**config.mk**
```make
export PLATFORM = sky130hd
export DESIGN_NAME = instr_encoder_loader
export DESIGN_NICKNAME = d
export VERILOG_FILES = /design/src/rtl/instr_encoder_loader.sv
export SDC_FILE = /design/constraint.sdc
export NUM_CORES = 1
export LEC_CHECK = 0
export BUFFER_PORTS_ARGS = -buffer_cell sky130_fd_sc_hd__buf_4
export CAP_MARGIN = 10
export CORE_MARGIN = 3
export CORE_UTILIZATION = 40
export DETAILED_ROUTE_END_ITERATION = 6
export GPL_TIMING_DRIVEN = 1
export PLACE_DENSITY_LB_ADDON = 0.2
export SLEW_MARGIN = 40
export SYNTH_ARGS = -nofsm -noshare
export SYNTH_HDL_FRONTEND = slang
export SYNTH_SLANG_ARGS = --single-unit
```
**constraint.sdc**
```tcl
create_clock -name clock -period 3.15 [get_ports clock]
set_input_delay 0.7875 -clock clock [delete_from_list [all_inputs] [get_ports clock]]
set_output_delay 0.7875 -clock clock [all_outputs]
set_load 0.03 [all_outputs]
```
**src/rtl/instr_encoder_loader.sv**
```systemverilog
// Encodes ALU/ADDI/SW/LW requests into 32-bit words and writes them sequentially to imem.
// Optional macro INSTR_ENC_ILLEGAL_TRAP_EN: drop 1xx kinds with an err pulse instead of writing a NOP.
module instr_encoder_loader #(
    parameter int               ADDR_W    = 12,
    parameter logic [ADDR_W-1:0] BASE_ADDR = '0
) (
    input  logic              clock,
    input  logic              reset_n,
    input  logic              clear,
    input  logic              in_valid,
    output logic              in_ready,
    input  logic [2:0]        in_kind,
    input  logic [4:0]        in_rd,
    input  logic [4:0]        in_rs,
    input  logic [4:0]        in_rt,
    input  logic [4:0]        in_shamt,
    input  logic [4:0]        in_aluop,
    input  logic [16:0]       in_imm,
    output logic              imem_we,
    output logic [ADDR_W-1:0] imem_addr,
    output logic [31:0]       imem_data,
    output logic              full,
    output logic              err
);

    typedef enum logic [1:0] {S_IDLE, S_ENC, S_WR, S_FULL} state_t;

    localparam logic [4:0]        OP_ALU    = 5'b00000;
    localparam logic [4:0]        OP_ADDI   = 5'b00101;
    localparam logic [4:0]        OP_SW     = 5'b00111;
    localparam logic [4:0]        OP_LW     = 5'b01000;
    localparam logic [ADDR_W-1:0] LAST_ADDR = '1;

    state_t      state;
    logic [2:0]  kind_q;
    logic [4:0]  rd_q, rs_q, rt_q, shamt_q, aluop_q;
    logic [16:0] imm_q;
    logic        we_q;
    logic [31:0] word;

    always_comb begin
        word = 32'h0;
        case (kind_q)
            3'b000:  word = {OP_ALU, rd_q, rs_q, rt_q, shamt_q, aluop_q, 2'b00};
            3'b001:  word = {OP_ADDI, rd_q, rs_q, imm_q};
            3'b010:  word = {OP_SW, rd_q, rs_q, imm_q};
            3'b011:  word = {OP_LW, rd_q, rs_q, imm_q};
            default: word = 32'h0;
        endcase
    end

    // clear wins over a same-cycle request and over a write already in flight
    assign in_ready = (state == S_IDLE) && !clear;
    assign imem_we  = we_q && !clear;

`ifdef INSTR_ENC_ILLEGAL_TRAP_EN
    logic err_q;
    assign err = err_q;
`else
    assign err = 1'b0;
`endif

    always_ff @(posedge clock or negedge reset_n) begin
        if (!reset_n) begin
            state     <= S_IDLE;
            kind_q    <= '0;
            rd_q      <= '0;
            rs_q      <= '0;
            rt_q      <= '0;
            shamt_q   <= '0;
            aluop_q   <= '0;
            imm_q     <= '0;
            we_q      <= 1'b0;
            imem_addr <= BASE_ADDR;
            imem_data <= '0;
            full      <= 1'b0;
`ifdef INSTR_ENC_ILLEGAL_TRAP_EN
            err_q     <= 1'b0;
`endif
        end else if (clear) begin
            state     <= S_IDLE;
            we_q      <= 1'b0;
            imem_addr <= BASE_ADDR;
            full      <= 1'b0;
`ifdef INSTR_ENC_ILLEGAL_TRAP_EN
            err_q     <= 1'b0;
`endif
        end else begin
            we_q <= 1'b0;
`ifdef INSTR_ENC_ILLEGAL_TRAP_EN
            err_q <= 1'b0;
`endif
            case (state)
                S_IDLE: begin
                    if (in_valid) begin
                        kind_q  <= in_kind;
                        rd_q    <= in_rd;
                        rs_q    <= in_rs;
                        rt_q    <= in_rt;
                        shamt_q <= in_shamt;
                        aluop_q <= in_aluop;
                        imm_q   <= in_imm;
                        state   <= S_ENC;
`ifdef INSTR_ENC_ILLEGAL_TRAP_EN
                        err_q   <= in_kind[2];
`endif
                    end
                end
                S_ENC: begin
`ifdef INSTR_ENC_ILLEGAL_TRAP_EN
                    if (kind_q[2]) begin
                        state <= S_IDLE;
                    end else begin
                        imem_data <= word;
                        we_q      <= 1'b1;
                        state     <= S_WR;
                    end
`else
                    imem_data <= word;
                    we_q      <= 1'b1;
                    state     <= S_WR;
`endif
                end
                S_WR: begin
                    // the last address is written once and then the block parks in FULL
                    if (imem_addr == LAST_ADDR) begin
                        full  <= 1'b1;
                        state <= S_FULL;
                    end else begin
                        imem_addr <= imem_addr + ADDR_W'(1);
                        state     <= S_IDLE;
                    end
                end
                S_FULL:  full <= 1'b1;
                default: state <= S_IDLE;
            endcase
        end
    end

endmodule
```
==> metrics <==
outcome complete, no violations; H-tree lvl count 3; worst-case headroom to the max-slew limit 59.45%; total clock sinks 91; I/O pin cnt 97; number of antenna violations at the first check in global routing 0; main combinational cell family by area after synthesis multiplexers; Util after Layout 52.74%; mean instance size in the synthesized netlist 11.84 µm²; placer congestion estimate 0.7833; most frequent cell after synthesis sky130_fd_sc_hd__dfrtp_1; type of element capturing the critical path output pin; Crit Reg-Reg Startpoint state[0]; synthesized-area fraction occupied by ao, oa, aoi and oai cells 7.943%; data required time of the worst path 2360 ps; Max Freq 433.4 MHz; number of clock buffers inserted by TritonCTS 9; global route overflow 0; quantity of gates resized following cts 0; number of buffer cells added on primary ports 94; cell count after synthesis 334; leading area contributor after synthesis sky130_fd_sc_hd__dfrtp_1; Worst EP arrival 1520 ps; total number of yosys warnings 0; die area 11110 µm²; power density of the placed cells 739.6 nW/µm²; Seq/Total Area, Yosys 57.59%; die extent in x 105.4 µm; final worst path period need 2308 ps; cell at the root of the clock tree sky130_fd_sc_hd__clkbuf_8; Die Ht 105.4 µm; CP Launch Type flop; max_cap viols 0; post-synthesis share of cell area spent on xor and xnor gates 0.6646%; post-synth top area share 57.59%; slowest stage cell, crit path sky130_fd_sc_hd__dfrtp_1; detailed-route via count 2741; number of violations reported at the end of detailed-routing iteration 0 90; proportion of synthesized flip-flops having asynchronous set or reset 100.0%; Remaining DRCs 0; Crit Reg-Reg Endpoint imem_addr[11]; leakage power of the design 2.287 nW; Total Neg Setup Slack 0 ps; maximum number of buffers from clock root to sink 2; final-report hold violation count 0; Routed WL per cell 14.75 µm; insertion delay to the later sink of the worst-skew pair 350 ps; path type of the worst min-delay path in -> async; via count of the first global-routing pass 2747; Max VDD drop 0.3913 mV; Synth area leaders sky130_fd_sc_hd__dfrtp_1 (58%), sky130_fd_sc_hd__mux2_2 (13%), sky130_fd_sc_hd__mux2i_1 (4.3%); share of post-route cells with drive strength above 1 38.23%; Final ANT Viol Nets 0; DR pass1 iterations 4; prevailing post-synth register cell sky130_fd_sc_hd__dfrtp_1; All-Layer GR Usage 15.64%; count of nets after finishing 478; initial cell density of the core 41.99%; number of buffers inserted by hold repair at cts 0; worst setup path startpoint state[1]; worst setup path class reg -> out; Post-synth EDFFs 0; unrepaired setup endpoints after global routing false; total setup violations reported at the end of the flow 0; register bit total from synthesis 91; number of rows in the core area 35; post-synthesis share of cell area spent on full adders, half adders and majority gates 1.582%; pin count of the biggest net entering global routing 53; slew at the pin closest to its max-slew limit 600.5 ps; final setup skew 7.259 ps; DP HPWL 5838 µm; depth of the worst register-to-register path 6; final cycle utilization of the critical path 73.26%; area of the core 9415 µm²; ratio of routed vias to standard cells 4.912; signed area change from the synthesized netlist to the final layout 25.60%; Post-Synth Simple-Gate Area 11.42%; fraction of synthesized area in multiplexers 17.12%; WL final 8230 µm; critical path, cell by cell inv_1, ha_1, nor2b_1, buf_4; flop2flop setup slack 1090 ps; number of unique standard cell types used by synthesis 43; cell area after technology mapping 3954 µm²; critical path peak fanout 4; count of final max-slew check failures 0; clock slew at reported path FFs 90 ps; critical path's largest stage delay 430 ps; global-route wire length before repair 13870 µm; ranking of synthesized cells by instance count sky130_fd_sc_hd__dfrtp_1 (91), sky130_fd_sc_hd__mux2_2 (45), sky130_fd_sc_hd__nand2_1 (41); antenna diode count 0; post-CTS setup buffer count 0; clock tree from TritonCTS yes
logic make-up (layout without fill, tap and decap cells):
group | Yosys count | in the layout
xor+xnor | 3 | 3
fa+ha+maj | 5 | 5
compound gates | 53 | 53
simple gates | 91 | 91
mux | 62 | 62
other cells | 1 | 2
buf+inv | 28 | 122
flops | 91 | 91
worst max-delay path, delay by kind of cell, from the launching register on:
kind / cells / cell delay (ps)
buffers and inverters: 2 / 310
flip-flops: 1 / 430
AND/OR/NAND/NOR: 1 / 220
adder cells (fa/ha/maj): 1 / 210
power by group:
group          switching (mW)  internal (mW)  leakage [nW]
Combinational           0.691          0.529          1.05
Sequential              0.193           1.49          1.14
Clock                   0.405          0.369        0.0966
Total                    1.29           2.38          2.29
per-layer routing:
layer	wire (µm)	global-route usage (%)
met1	3597	20.40
met2	3991	24.73
met3	557	5.573
met4	84	4.217
met5	0	0
how the worst max path moves through the flow:
stage / to / slack, ps / cells past startpoint
after floorplan: aluop_q[2] / 810 / 5
after global placement: rt_q[0] / 910 / 5
after detailed placement: rt_q[1] / 870 / 5
after CTS: in_ready / 810 / 4
after global routing: in_ready / 720 / 4
final: in_ready / 840 / 4
cells in the final DEF, fill, tap and decap left out, types with 4 or more instances in the layout:
master,n
sky130_fd_sc_hd__nor3_1,5
sky130_fd_sc_hd__o21ai_0,32
sky130_fd_sc_hd__nand3_1,4
sky130_fd_sc_hd__mux2_2,45
sky130_fd_sc_hd__a21oi_1,7
sky130_fd_sc_hd__nand2_1,40
sky130_fd_sc_hd__nor2_1,11
sky130_fd_sc_hd__clkbuf_8,9
sky130_fd_sc_hd__nand2b_1,12
sky130_fd_sc_hd__mux2i_1,17
sky130_fd_sc_hd__dfrtp_1,91
sky130_fd_sc_hd__buf_4,96
sky130_fd_sc_hd__inv_1,8
sky130_fd_sc_hd__ha_1,5
flip-flops by register name, indices dropped and copies added (netlist names):
name       cells
aluop_q        5
rs_q           5
kind_q         3
imem_addr     12
shamt_q        5
rt_q           5
imm_q         17
state          2
we_q           1
full           1
rd_q           5
imem_data     30
per-stage QoR:
| step | instances | power, mW | worst slack, ps | area [µm²] | hold slack [ps] |
|---|---|---|---|---|---|
| global route | 558 | 3.916 | 717.7 | 4966 | 421.0 |
| floorplan | 335 | 2.452 | 805.4 | 3958 | 478.7 |
| CTS | 558 | 3.737 | 807.6 | 4966 | 410.5 |
| detailed placement | 542 | 2.951 | 874.6 | 4773 | 471.3 |
| finish | 558 | 3.673 | 842.4 | 4966 | 410.9 |
| global placement | 542 | 2.918 | 906.2 | 4773 | 463.2 |
area by class of cell:
class | count | area (µm²)
clock buffer | 10 | 127.6
clock inverter | 6 | 65.06
inverter | 8 | 30.03
tap | 129 | 161.4
timing repair buffer | 98 | 760.7
multi-input combinational | 216 | 1544
sequential | 91 | 2277
fill | 875 | 4449
Note: power is estimated with default switching activity, not from simulation.
